File: src/rtl/noc_router_param.sv
// noc_router_param: 5-port XY mesh router with per-input FIFOs and registered round-robin outputs.
// Define NOC_ROUTER_STATS_EN to add saturating per-output forward counters on fwd_count.
module noc_router_param #(
    parameter int X_W        = 2,
    parameter int Y_W        = 2,
    parameter int DATA_W     = 9,
    parameter int FIFO_DEPTH = 4,
    parameter int MY_X       = 0,
    parameter int MY_Y       = 0,
    localparam int FLIT_W    = X_W + Y_W + DATA_W
) (
    input  logic                clock,
    input  logic                reset,
    input  logic [5*FLIT_W-1:0] in_flit,
    input  logic [4:0]          in_valid,
    output logic [4:0]          in_ready,
    output logic [5*FLIT_W-1:0] out_flit,
    output logic [4:0]          out_valid,
    input  logic [4:0]          out_ready,
    input  logic                block_all_paths
`ifdef NOC_ROUTER_STATS_EN
    ,
    output logic [5*16-1:0]     fwd_count
`endif
);
    localparam int NP = 5;
    localparam int AW = $clog2(FIFO_DEPTH);
    localparam logic [AW:0]    FULL_CNT = (AW+1)'(FIFO_DEPTH);
    localparam logic [X_W-1:0] MY_XV    = X_W'(MY_X);
    localparam logic [Y_W-1:0] MY_YV    = Y_W'(MY_Y);
    localparam logic [2:0]     P_L = 3'd0, P_N = 3'd1, P_E = 3'd2, P_S = 3'd3, P_W = 3'd4;

    logic [FLIT_W-1:0] mem [NP][FIFO_DEPTH];
    logic [AW-1:0]     rd_ptr [NP];
    logic [AW-1:0]     wr_ptr [NP];
    logic [AW:0]       count [NP];
    logic [NP-1:0]     push;
    logic [NP-1:0]     pop;

    logic [FLIT_W-1:0] head_p0 [NP];
    logic [NP-1:0]     head_vld_p0;
    logic [2:0]        route_p0 [NP];
    logic [NP-1:0]     grant_p0 [NP];
    logic [NP-1:0]     load_p0;
    logic [FLIT_W-1:0] load_flit_p0 [NP];
    logic [2:0]        rr_ptr [NP];
    logic [2:0]        rr_next [NP];
    int                arb_idx;

    logic [FLIT_W-1:0] flit_p1 [NP];
    logic [NP-1:0]     vld_p1;

    always_comb begin
        for (int p = 0; p < NP; p++) begin
            in_ready[p]    = (count[p] != FULL_CNT);
            push[p]        = in_valid[p] & in_ready[p];
            head_p0[p]     = mem[p][rd_ptr[p]];
            head_vld_p0[p] = (count[p] != '0);
        end
    end

    always_ff @(posedge clock or negedge reset) begin
        if (!reset) begin
            for (int p = 0; p < NP; p++) begin
                rd_ptr[p] <= '0;
                wr_ptr[p] <= '0;
                count[p]  <= '0;
            end
        end else begin
            for (int p = 0; p < NP; p++) begin
                if (push[p]) wr_ptr[p] <= wr_ptr[p] + AW'(1);
                if (pop[p])  rd_ptr[p] <= rd_ptr[p] + AW'(1);
                case ({push[p], pop[p]})
                    2'b10:   count[p] <= count[p] + (AW+1)'(1);
                    2'b01:   count[p] <= count[p] - (AW+1)'(1);
                    default: ;
                endcase
            end
        end
    end

    // Storage carries no reset: only the pointers and counts define which entries are live.
    always_ff @(posedge clock) begin
        for (int p = 0; p < NP; p++) begin
            if (push[p]) mem[p][wr_ptr[p]] <= in_flit[p*FLIT_W +: FLIT_W];
        end
    end

    // Stage p0: XY route of each FIFO head, then per-output round-robin grant.
    always_comb begin
        for (int p = 0; p < NP; p++) begin
            route_p0[p] = P_L;
            if (head_p0[p][FLIT_W-1 -: X_W] > MY_XV)      route_p0[p] = P_E;
            else if (head_p0[p][FLIT_W-1 -: X_W] < MY_XV) route_p0[p] = P_W;
            else if (head_p0[p][DATA_W +: Y_W] > MY_YV)   route_p0[p] = P_S;
            else if (head_p0[p][DATA_W +: Y_W] < MY_YV)   route_p0[p] = P_N;
        end
    end

    always_comb begin
        arb_idx = 0;
        for (int o = 0; o < NP; o++) begin
            grant_p0[o] = '0;
            rr_next[o]  = rr_ptr[o];
            if (!block_all_paths && (!vld_p1[o] || out_ready[o])) begin
                for (int k = 0; k < NP; k++) begin
                    arb_idx = (int'(rr_ptr[o]) + k) % NP;
                    if (grant_p0[o] == '0 && head_vld_p0[arb_idx] && route_p0[arb_idx] == 3'(o)) begin
                        grant_p0[o][arb_idx] = 1'b1;
                        rr_next[o] = (arb_idx == NP - 1) ? 3'd0 : 3'(arb_idx + 1);
                    end
                end
            end
        end
    end

    always_comb begin
        pop = '0;
        for (int o = 0; o < NP; o++) begin
            load_p0[o]      = |grant_p0[o];
            load_flit_p0[o] = '0;
            for (int i = 0; i < NP; i++) begin
                if (grant_p0[o][i]) load_flit_p0[o] = head_p0[i];
            end
            pop = pop | grant_p0[o];
        end
    end

    // Stage p1: one-flit output registers, reloadable in the same cycle they drain.
    always_ff @(posedge clock or negedge reset) begin
        if (!reset) begin
            vld_p1 <= '0;
            for (int o = 0; o < NP; o++) begin
                flit_p1[o] <= '0;
                rr_ptr[o]  <= '0;
            end
        end else begin
            for (int o = 0; o < NP; o++) begin
                rr_ptr[o] <= rr_next[o];
                if (load_p0[o]) begin
                    vld_p1[o]  <= 1'b1;
                    flit_p1[o] <= load_flit_p0[o];
                end else if (out_ready[o]) begin
                    vld_p1[o]  <= 1'b0;
                end
            end
        end
    end

    always_comb begin
        out_flit = '0;
        for (int o = 0; o < NP; o++) out_flit[o*FLIT_W +: FLIT_W] = flit_p1[o];
    end

    assign out_valid = vld_p1;

`ifdef NOC_ROUTER_STATS_EN
    logic [15:0] fwd_cnt [NP];

    always_ff @(posedge clock or negedge reset) begin
        if (!reset) begin
            for (int o = 0; o < NP; o++) fwd_cnt[o] <= '0;
        end else begin
            for (int o = 0; o < NP; o++) begin
                if (vld_p1[o] && out_ready[o] && fwd_cnt[o] != 16'hFFFF) fwd_cnt[o] <= fwd_cnt[o] + 16'd1;
            end
        end
    end

    always_comb begin
        fwd_count = '0;
        for (int o = 0; o < NP; o++) fwd_count[o*16 +: 16] = fwd_cnt[o];
    end
`endif

endmodule

File: config.mk
export PLATFORM = sky130hd
export DESIGN_NAME = noc_router_param
export DESIGN_NICKNAME = d
export VERILOG_FILES = /design/src/rtl/noc_router_param.sv
export SDC_FILE = /design/constraint.sdc
export NUM_CORES = 1
export LEC_CHECK = 0
export ABC_AREA = 1
export CAP_MARGIN = 20
export CELL_PAD_IN_SITES_DETAIL_PLACEMENT = 0
export CELL_PAD_IN_SITES_GLOBAL_PLACEMENT = 1
export CORE_MARGIN = 2
export CORE_UTILIZATION = 46
export DETAILED_ROUTE_END_ITERATION = 10
export HOLD_SLACK_MARGIN = 0.08
export PLACE_DENSITY_LB_ADDON = 0.25
export SETUP_SLACK_MARGIN = 0.2
export SLEW_MARGIN = 5
export SYNTH_ARGS = -nofsm -noshare
export SYNTH_HDL_FRONTEND = slang
export SYNTH_SLANG_ARGS = --single-unit
File: constraint.sdc
create_clock -name clock -period 6.9 [get_ports clock]
set_input_delay 1.38 -clock clock [delete_from_list [all_inputs] [get_ports clock]]
set_output_delay 1.38 -clock clock [all_outputs]
set_load 0.03 [all_outputs]
==> impl_metrics.json, run 1 <==
{
  "gate_count_of_the_mapped_netlist": 2807,
  "diodes": 0,
  "synth_common_cells": "nand2_1, nand3_1, inv_1",
  "timing.critical_path.to_type": "register",
  "run_status": "completed",
  "startpoint_type": "register",
  "place.gp.congestion": 0.9042,
  "cts_root_buf": "clkbuf_16",
  "post_synth_num_cell_types": 66,
  "crit_type": "register to register",
  "first_iter_violations": 1793,
  "gr-usage-all-layers": 0.2443,
  "chipHeight_um": 230.2,
  "grt_max_degree": 54,
  "maxClockFrequency_mhz": 163.4,
  "drt_wl_total_um": 65610,
  "filler_cell_count": 4512,
  "tritoncts_num_sinks": 360,
  "cts_buffer_depth": 3,
  "totalNegativeSetupSlack_ns": 0,
  "path_max_fanout": 14,
  "drt-pass1-iter-count": 6,
  "vias_in_the_first_global_route": 19080,
  "cts_hold_buf": 0,
  "grt_first_pass_wirelength_um": 102700,
  "timing.critical_path.slowest_cell_delay_ns": 0.45,
  "cts.clk_slew.worst_paths_ns": 0.08,
  "ctsHtreeMaxLevel": 2,
  "synthesis.area_per_instance_um2": 8.385,
  "post-route-util": 0.5379,
  "timing_worst_slew_pin_value_ns": 0.8209,
  "final.setup_skew_ns": 0.02193,
  "num_cts_buffers": 37,
  "dr_total_vias": 19870,
  "post_route_clock_period_utilization": 0.8868,
  "worst_slew_margin_rel": 0.4485,
  "final_max_slew_viol_count": 0,
  "nets": 3189,
  "syn-cell-area_mm2": 0.02354,
  "number_of_enable_flip_flop_cells_after_synthesis": 260,
  "rows": 82,
  "post_drt_via_cell_ratio": 5.420,
  "initial_utilization": 0.4672,
  "worstPathRequired_ns": 7.33,
  "fin_crit_ns": 6.119,
  "seq_area_frac_synth": 0.4380,
  "detailedPlacementHpwl_um": 48550,
  "overflow": 0,
  "rsz0062_at_grt": "no",
  "boundaryPins": 153,
  "warnings_from_yosys": 0,
  "cell_with_the_most_instances_after_synthesis": "nand2_1",
  "synth_top_cells_by_area": "edfxtp_1, dfrtp_1, nand2_1, ha_1, nand3_1",
  "portBuffers": 137,
  "number_of_antenna_violations_at_the_first_check_in_global_routing": 0,
  "cts_tree": "built",
  "fp.dieW_um": 230.2,
  "core_region_area_mm2": 0.05038,
  "synthDominantAreaCellType": "edfxtp_1",
  "setup-violations-final": 0,
  "drt-wirelength-per-cell_um": 17.90,
  "async_flop_share": 0.2778,
  "timing.final.hold_violations": 0,
  "number_of_storage_elements_in_the_synthesis_netlist": 360,
  "antenna_violation_net_count_after_detailed_routing": 0,
  "drive_gt1_frac": 0.1176,
  "synth_top_area_share": 0.3317,
  "detail_route.drc_violations": 0,
  "clk_lat_worst_skew_ns": 0.53,
  "holdCritPathClass": "register to register",
  "timing.critical_path.slowest_stage_cell": "ha_1",
  "flow.area_growth_from_synthesis_pct": 15.13,
  "cap_violations": 0,
  "arrival_ns": 6.55,
  "die_area_mm2": 0.05299,
  "synth_ff_type": "edfxtp_1"
}
[worst max-delay path, delay by kind of cell (launching register included)]
family / cells / cell delay (ns)
and+or+nand+nor: 15 / 1.93
adders and majority gates: 5 / 1.44
buffers and inverters: 8 / 0.96
xor gates and xnor gates: 3 / 0.65
AOI/OAI and AO/OA: 4 / 0.64
DFF: 1 / 0.39
[worst paths after layout]
| check | depth (start not counted) | startpoint | endpoint | slack (ns) |
|---|---|---|---|---|
| max reg2reg | 35 | rr_ptr[7] | count[8] | 0.78 |
| max | 35 | rr_ptr[7] | count[8] | 0.78 |
| min | 0 | out_flit[24] | out_flit[24] | 0.38 |
| min reg2reg | 0 | out_flit[24] | out_flit[24] | 0.38 |
| min in group asynchronous | 1 | reset | out_flit[22] | 0.91 |
| max in group asynchronous | 2 | reset | rr_ptr[13] | 4.76 |
[cell usage in the layout, fill, tap and decap left out, types with 49 or more instances in the layout]
cell type,Yosys,layout
o21ai_0,169,168
nand3_1,340,337
inv_1,310,309
clkdlybuf4s50_1,0,136
edfxtp_1,260,260
a21oi_1,88,88
nand2_1,484,483
ha_1,140,138
nand4_1,49,49
dfrtp_1,100,99
buf_4,17,71
nor2_1,295,294
[routing by layer]
metal  part of all wire  global-route usage  vias to the layer above
met5                  0                   0                        -
met4              0.031             0.07863                        0
met3              0.052             0.03286                      102
met2               0.49              0.4225                      587
met1               0.43              0.3163                     9391
li1                   -                   -                     9791
[registers in the layout, indices dropped and copies added, names as in the netlist]
register   cells
rr_ptr         9
out_valid      4
mem          260
rd_ptr        10
wr_ptr        10
out_flit      52
count         15
[stage by stage]
stage / instance area, µm² / setup slack [ns] / std cells / hold slack [ns]
2_1_floorplan: 23590 / 1.317 / 2820 / 0.4465
3_3_place_gp: 25770 / 0.6253 / 3594 / 0.3652
3_5_place_dp: 25770 / 0.5440 / 3594 / 0.3671
4_1_cts: 26950 / 0.4987 / 3661 / 0.3802
5_1_grt: 27100 / 0.2050 / 3666 / 0.3860
6_report: 27100 / 0.7809 / 3666 / 0.3753
[kinds of logic after synthesis]
kind of cell | after synthesis | synth area share
simple gates | 1366 | 0.2753
buf+inv | 464 | 0.08054
compound gates | 417 | 0.1043
flops | 360 | 0.4380
fa+ha+maj | 145 | 0.07868
xor+xnor | 54 | 0.02297
other cells | 1 | 0.0001593
[layout make-up]
class	instances	area [µm²]	share of cell area
clock buffer	47	973.4	0.03592
clock inverter	20	203.9	0.007526
inverter	362	1366	0.05042
multi-input combinational	1996	11450	0.4226
sequential	360	10310	0.3805
tap	672	840.8	0.03103
timing repair buffer	209	1949	0.07194
[timing repair]
action | CTS | global route
resized for setup | 0 | 17
setup buffers | 0 | 3
endpoints found under the hold margin | 0 | 0
endpoints found under the setup margin | 0 | 9
Power of run 1 is left out: the tool's default activity adds up to more than one toggle a clock period on the data nets, which glitch-free logic cannot reach.
==> run 2: changes to the inputs <==
--- a/config.mk
+++ b/config.mk
@@ -13,7 +13,7 @@
 export CORE_UTILIZATION = 46
 export DETAILED_ROUTE_END_ITERATION = 10
 export HOLD_SLACK_MARGIN = 0.08
-export PLACE_DENSITY_LB_ADDON = 0.25
+export PLACE_DENSITY_LB_ADDON = 0.1
 export SETUP_SLACK_MARGIN = 0.2
 export SLEW_MARGIN = 5
 export SYNTH_ARGS = -nofsm -noshare
==> impl_metrics.json, run 2 (synthesis results as in run 1) <==
{
  "ff_latch_area_mm2": 0.01031,
  "setup-violations-final": 0,
  "grt_max_degree": 62,
  "area_taken_by_multi_input_logic_gates_mm2": 0.01144,
  "detailedPlacementHpwl_um": 49740,
  "clk_lat_worst_skew_ns": 0.53,
  "route.met3.wl_um": 3590,
  "drt-wirelength-per-cell_um": 18.10,
  "ctsHtreeMaxLevel": 2,
  "place.gp.congestion": 0.8982,
  "vias_in_the_first_global_route": 19100,
  "nets": 3189,
  "cp_top_family": "simple AND/OR/NAND/NOR gates",
  "post_route_clock_period_utilization": 0.9042,
  "rsz0062_at_grt": "no",
  "cts_root_buf": "clkbuf_16",
  "core_region_area_mm2": 0.05038,
  "detail_route.drc_violations": 0,
  "largest_reg_flops": 260,
  "post-route-util": 0.5350,
  "final.setup_skew_ns": 0.02999,
  "overflow": 0,
  "timing_worst_slew_pin_value_ns": 1.026,
  "crit_type": "register to register",
  "path_max_fanout": 12,
  "rows": 82,
  "gr-usage-all-layers": 0.2488,
  "initial_utilization": 0.4672,
  "die_area_mm2": 0.05299,
  "cts_tree": "built",
  "drive_gt1_frac": 0.1150,
  "first_iter_violations": 1461,
  "fin_crit_ns": 6.239,
  "timing.final.hold_violations": 0,
  "cts_buffer_depth": 3,
  "num_cts_buffers": 37,
  "antenna_violation_net_count_after_detailed_routing": 0,
  "cts.clk_slew.worst_paths_ns": 0.06,
  "wirelength_met1_um": 29060,
  "filler_cell_count": 4619,
  "worstPathRequired_ns": 7.30,
  "number_of_antenna_violations_at_the_first_check_in_global_routing": 1,
  "met2_routed_wirelength_um": 32090,
  "layout.cells.most_common": "nand2_1",
  "boundaryPins": 153,
  "timing.critical_path.to_type": "register",
  "drt_wl_total_um": 66310,
  "maxClockFrequency_mhz": 160.3,
  "final_max_slew_viol_count": 0,
  "flow.area_growth_from_synthesis_pct": 14.51,
  "startpoint_type": "register",
  "cap_violations": 0,
  "critPathBufInv": 6,
  "most-common-layout-cells": "nand2_1, nand3_1, inv_1, nor2_1, edfxtp_1",
  "arrival_ns": 6.64,
  "dr_total_vias": 19840,
  "chipHeight_um": 230.2,
  "worst_slew_margin_rel": 0.3155,
  "critical-path-top-cell-by-count": "nand2_2",
  "worst_slack_at_placement_ns": 0.3217,
  "postLayoutSetupSlackWorst_ns": 0.6610,
  "portBuffers": 137,
  "drt-pass1-iter-count": 6,
  "tritoncts_num_sinks": 360,
  "timing.critical_path.slowest_stage_cell": "dfrtp_1",
  "totalNegativeSetupSlack_ns": 0,
  "holdCritPathClass": "register to register",
  "topRoutingLayerUsed": "met4",
  "post_drt_via_cell_ratio": 5.414,
  "run_status": "completed",
  "grt_first_pass_wirelength_um": 104800,
  "timing.critical_path.slowest_cell_delay_ns": 0.40,
  "fp.dieW_um": 230.2
}
-- run 2: cell types whose count changed in the layout (fill, tap and decap cells not counted), sizes merged --
cell / before / now
diode: 0 / 1
inv: 360 / 359
clkbuf: 47 / 55
bufinv: 3 / 0
clkinvlp: 5 / 3
clkinv: 14 / 9
-- run 2: path summary, 6_finish.rpt --
kind                                end  slack, ns          from  cells past startpoint
max in group asynchronous     rr_ptr[5]       4.75         reset                      2
max                           count[14]       0.66    rr_ptr[12]                     42
min in group asynchronous  out_flit[16]       0.95         reset                      1
max reg2reg                   count[14]       0.66    rr_ptr[12]                     42
min reg2reg                out_flit[22]       0.37  out_flit[22]                      0
min                        out_flit[22]       0.37  out_flit[22]                      0
-- run 2: worst register-to-register path: cells and delay by family, from the launching register on --
kind            cells  cell delay, ns
fa+ha+maj           4            1.01
compound gates      4            0.76
simple gates       27            3.21
xor+xnor            1            0.15
buf+inv             6            0.63
flops               1            0.40
-- run 2: metal layers --
layer	track usage	vias to the layer above
met1	0.3347	9409
li1	-	9785
met5	0	-
met3	0.02703	82
met4	0.06653	0
met2	0.4269	562
-- run 2: repair_timing --
item	in CTS	in global routing
gates resized for setup	0	15
hold endpoints to repair	0	0
hold buffers	0	0
buffers inserted	0	4
setup endpoints to repair	0	23
-- run 2: stage by stage --
step	hold WS, ns	area, µm²	instances
2_1_floorplan	0.4465	23590	2820
3_3_place_gp	0.3644	25770	3594
3_5_place_dp	0.3645	25770	3594
4_1_cts	0.3772	26840	3658
5_1_grt	0.3831	26950	3664
6_report	0.3721	26950	3664
-- run 2: cell type report --
type,instances,share of cell area
Antenna cell,1,0.00009285
Clock buffer,55,0.03760
Clock inverter,9,0.002135
Inverter,362,0.05083
Multi-Input combinational cell,1996,0.4244
Sequential cell,360,0.3826
Tap cell,672,0.03120
Timing Repair Buffer,209,0.07112
Power of run 2 is left out for the same reason.
